==> config.mk <==
export PLATFORM = sky130hd
export DESIGN_NAME = mips16e_reg_file
export DESIGN_NICKNAME = d
export VERILOG_FILES = /design/src/rtl/mips16e_reg_file.sv
export SDC_FILE = /design/constraint.sdc
export NUM_CORES = 1
export LEC_CHECK = 0
export ABC_CLOCK_PERIOD_IN_PS = 2350
export CORE_MARGIN = 2
export CORE_UTILIZATION = 53
export DETAILED_ROUTE_END_ITERATION = 8
export GPL_TIMING_DRIVEN = 0
export PLACE_DENSITY_LB_ADDON = 0.15
export SLEW_MARGIN = 20
export SYNTH_ARGS = -nofsm -noshare
export SYNTH_HDL_FRONTEND = slang
export SYNTH_SLANG_ARGS = --single-unit
export TNS_END_PERCENT = 20
==> constraint.sdc <==
create_clock -name clk -period 2.35 [get_ports clk]
set_input_delay 0.5875 -clock clk [delete_from_list [all_inputs] [get_ports clk]]
set_output_delay 0.5875 -clock clk [all_outputs]
set_load 0.01 [all_outputs]
==> src/rtl/mips16e_reg_file.sv <==
// mips16e_reg_file
//
// Register file for a MIPS16e-style core: eleven word_size-bit entries
// (0-7 general purpose, 8 = T, 9 = SP, 10 = RA) with one write port and
// two independent registered read ports. Addresses 11-15 have no storage.
// Reads of those addresses return zero, writes to them are dropped, and
// either kind of access raises a registered addr_err flag for one cycle.
//
// Ports:
//   clk      - rising-edge clock for all state
//   rst      - synchronous active-high reset (clears entries, SP loads SP_RESET)
//   we       - write enable
//   waddr    - write address (4 bits)
//   wdata    - write data
//   re_a     - read enable, port A (rdata_a holds its value when low)
//   raddr_a  - read address, port A
//   rdata_a  - registered read data, port A
//   re_b     - read enable, port B
//   raddr_b  - read address, port B
//   rdata_b  - registered read data, port B
//   addr_err - registered flag: the previous cycle touched an unmapped address

module mips16e_reg_file #(
    parameter int                   word_size = 16,
    parameter logic [word_size-1:0] SP_RESET  = 16'h0000
) (
    input  logic                 clk,
    input  logic                 rst,
    input  logic                 we,
    input  logic [3:0]           waddr,
    input  logic [word_size-1:0] wdata,
    input  logic                 re_a,
    input  logic [3:0]           raddr_a,
    output logic [word_size-1:0] rdata_a,
    input  logic                 re_b,
    input  logic [3:0]           raddr_b,
    output logic [word_size-1:0] rdata_b,
    output logic                 addr_err
);

    localparam int         num_entries = 11;
    localparam logic [3:0] last_addr   = 4'd10;
    localparam int         sp_index    = 9;

    logic [word_size-1:0] regs [0:num_entries-1];

    logic                 write_hit;
    logic [word_size-1:0] read_a_val;
    logic [word_size-1:0] read_b_val;
    logic                 err_next;

    function automatic logic is_mapped(input logic [3:0] addr);
        return addr <= last_addr;
    endfunction

    // A write only reaches storage when it targets a mapped entry.
    assign write_hit = we && is_mapped(waddr);

    // Read data selection. A read of the entry being written this same cycle
    // forwards wdata so the port never returns a stale value; unmapped
    // addresses read as zero.
    always_comb begin
        read_a_val = '0;
        read_b_val = '0;
        if (is_mapped(raddr_a)) begin
            if (write_hit && (waddr == raddr_a)) begin
                read_a_val = wdata;
            end else begin
                read_a_val = regs[raddr_a];
            end
        end
        if (is_mapped(raddr_b)) begin
            if (write_hit && (waddr == raddr_b)) begin
                read_b_val = wdata;
            end else begin
                read_b_val = regs[raddr_b];
            end
        end
    end

    // Any enabled access to an unmapped address flags an error next cycle.
    assign err_next = (we   && !is_mapped(waddr))   ||
                      (re_a && !is_mapped(raddr_a)) ||
                      (re_b && !is_mapped(raddr_b));

    // Storage. Reset wins over a coincident write, so that write is lost.
    always_ff @(posedge clk) begin
        if (rst) begin
            for (int i = 0; i < num_entries; i++) begin
                regs[i] <= (i == sp_index) ? SP_RESET : '0;
            end
        end else if (write_hit) begin
            regs[waddr] <= wdata;
        end
    end

    // Output registers; a disabled port keeps its last value.
    always_ff @(posedge clk) begin
        if (rst) begin
            rdata_a  <= '0;
            rdata_b  <= '0;
            addr_err <= 1'b0;
        end else begin
            if (re_a) begin
                rdata_a <= read_a_val;
            end
            if (re_b) begin
                rdata_b <= read_b_val;
            end
            addr_err <= err_next;
        end
    end

endmodule

==> flow_summary.yaml <==
sta:
  fmax_mhz: 404.1
  worst_slew_pin_slew_ns: 0.7581
  hold_viol_final: 0
  whs_ns: 0.4370
  layout_setup_ws_ns: -0.1248
  maxSlewHeadroom: 0.4946
  finalSetupViolations: 54
  slew_viol_final: 0
  finClkSkew_ns: 0.02057
  layout_min_cycle_time_ns: 2.475
  rsz0062_at_grt: "yes"
  post-route-period-util: 1.053
  setup_tns_ns: -4.425
place:
  gp_congestion: 0.9281
  io_buffers: 58
  hpwl_um: 25640
  place_ws_ns: -1.483
  dp_cells: 1289
  place_area_um2: 12350
synth:
  ys_seq_area_frac: 0.5514
  syn_inst: 941
  synthTopCellsByArea: "edfxtp_1 (47%), mux2i_1 (11%), dfxtp_1 (8.6%)"
  yosysWarnings: 0
  synth-xor-area-share: 0.006165
  synth_seq_cells: 225
  ys_types: 38
  synth-compound-area-share: 0.09644
  avgSynthCellArea_um2: 12.08
  synthSimpleGateAreaFrac: 0.1247
  synth_mux_area_frac: 0.1762
  synthAdderAreaFrac: 0
  synth_area_um2: 11360
  synth_top_area_frac: 0.4650
  synth_top_family_by_area: "multiplexers"
  yosysTopAreaCell: "edfxtp_1"
grt:
  grt_usage: 0.3190
  grt_max_degree: 17
  grt_pass1_wl_um: 51790
  gr-total-overflow: 0
  grt_pass1_vias: 8379
  antenna_found_initial: 1
routing:
  dr.pass1.iters: 5
  drc: 0
  dr_total_vias: 8450
  routed_via_density: 6.330
  wl_um: 35450
  wl_per_cell_um: 26.56
  ant_nets: 0
  drtIter0Drc: 1009
layout:
  stdcell_count: 1335
  antenna_cells: 0
  area_growth_pct: 17.37
  n_fill_cell: 1697
  final_layout_size_suffix_gt1_frac: 0.1509
  stdcell_area_um2: 13340
  final_common_cell: "nor2_1"
  final_cell_mix: "nor2_1 (204), edfxtp_1 (176), mux2i_1 (128)"
  final_nets: 1074
setup_path:
  critPathSlowestCell: "clkdlybuf4s50_1"
  cp_max_fo: 16
  path_class: "in -> reg"
  critPathTopFamily: "simple AND/OR/NAND/NOR gates"
  cp.required_ns: 2.55
  path_buf_inv: 2
  crit_chain: "clkdlybuf4s50_1, nand2_1, nor3_2, nand3_1, clkbuf_2, nand2_4"
  cpPeakStageDelay_ns: 0.60
  arrival_ns: 2.67
  cp-end-kind: "register"
  critPathLaunchType: "input port"
floorplan:
  die_width_um: 150.4
  core_region_area_um2: 21020
  start_util: 0.5406
  die_area_um2: 22630
  die_h_um: 150.4
  std_cell_rows: 53
  num_io_pins: 66
pwr:
  power_density_nw_per_um2: 736.4
  ir_worst_vdd_mv: 0.5296
  p_leak_nw: 5.009
cts:
  cts-hold-fix-buffers: 0
  clockRootBuffer: "clkbuf_16"
  clock_latency_ns: 0.54
  tritoncts: "built"
  clkSinkCount: 225
  cts_made_buffers: 25
  path_clk_slew_ns: 0.06
  cts_setup_buffers: 0
  htreeDepth: 1
  cts_buffer_depth: 3
run_status:
  violations: "negative setup slack"
  status: "complete, but fails checks"
worst_hold_path:
  min_path_type: "in -> reg"
flow_run:
  maxCapViolations: 0
==> cell type report <==
class | count | area [um2] | share of cell area
Buffer | 77 | 449.2 | 0.03367
Clock buffer | 32 | 681.9 | 0.05112
Clock inverter | 14 | 148.9 | 0.01116
Inverter | 20 | 75.07 | 0.005628
Multi-Input combinational cell | 634 | 4788 | 0.3590
Sequential cell | 225 | 6266 | 0.4698
Tap cell | 275 | 344.1 | 0.02580
Timing Repair Buffer | 58 | 585.6 | 0.04390
==> report_power, final <==
part           internal [W]  switching [W]  total, W  leakage [nW]
logic              0.000493       0.000710   0.00120          2.52
registers           0.00451       0.000120   0.00463          2.08
clock network       0.00238        0.00161   0.00398         0.412
total               0.00738        0.00244   0.00982          5.01
==> cell families after synthesis <==
family | count (synthesis)
simple gates | 317
flops | 225
mux | 160
compound gates | 132
buf+inv | 98
xor+xnor | 8
other cells | 1
==> what timing repair did <==
item / 4_1_cts / 5_1_grt
endpoints found under the hold margin: 0 / 0
gates cloned: 1 / 0
endpoints found under the setup margin: 171 / 272
resized for setup: 28 / 26
==> registers in the layout, summed over array words and instances (netlist names) <==
name      cells
rdata_a      16
rdata_b      16
addr_err      1
regs        192
==> synthesized netlist by cell type <==
| library cell | count |
|---|---|
| inv_2 | 1 |
| nand4_1 | 2 |
| conb_1 | 1 |
| buf_4 | 10 |
| mux4_2 | 32 |
| a31oi_1 | 1 |
| edfxtp_1 | 176 |
| a21oi_2 | 1 |
| dfxtp_1 | 49 |
| o2111ai_4 | 2 |
| o21ai_2 | 1 |
| a21oi_1 | 11 |
| nand2b_1 | 30 |
| nor3_4 | 2 |
| a21o_1 | 2 |
| buf_2 | 25 |
| buf_8 | 2 |
| a22oi_1 | 60 |
| and2_1 | 2 |
| nand3_1 | 39 |
| mux2i_1 | 128 |
| a221o_1 | 32 |
| nor2b_1 | 6 |
| nor2_1 | 204 |
| o211ai_1 | 11 |
| buf_1 | 1 |
| buf_6 | 6 |
| nor3b_4 | 2 |
| o311ai_1 | 2 |
| clkbuf_1 | 30 |
| and3_1 | 2 |
| clkbuf_2 | 4 |
| inv_1 | 19 |
| a32oi_1 | 4 |
| nand2_1 | 25 |
| o22a_1 | 5 |
| nor3_2 | 3 |
| xnor2_1 | 8 |
==> per-layer routing <==
metal | track usage | vias up | wire length [um]
li1 | - | 3697 | -
met1 | 0.4212 | 4153 | 13720
met2 | 0.5080 | 480 | 16580
met3 | 0.04273 | 118 | 2923
met4 | 0.1849 | 2 | 2219
met5 | 0 | - | 13
==> path summary, 6_finish.rpt <==
kind	start	slack (ns)	cells past startpoint	endpoint
worst max-delay path	we	-0.12	6	regs[3][15]$_SDFFCE_PN0P_
worst min-delay path	rst	0.44	2	regs[10][15]$_SDFFE_PP0P_
worst max register to register	regs[11][10]$_DFFE_PP_	0.67	5	rdata_b[10]$_SDFFE_PP0P_
worst min register to register	rdata_b[0]$_SDFFE_PP0P_	0.49	1	rdata_b[0]$_SDFFE_PP0P_
==> per-stage QoR <==
step	power [W]	util
final	0.009822	0.6345
after global routing	0.01007	0.6345
after CTS	0.009805	0.6316
after detailed placement	0.005874	0.5874
after global placement	0.005850	0.5874
after floorplan	0.005390	-
==> worst register-to-register path, stage by stage, from the launching register on <==
cell and delay (ns):
edfxtp_1 0.38, mux4_2 0.48, nand2b_1 0.21, nand3_1 0.17, nor2_1 0.09, a221o_1 0.26
No activity file was read; power rests on OpenSTA's default activity.
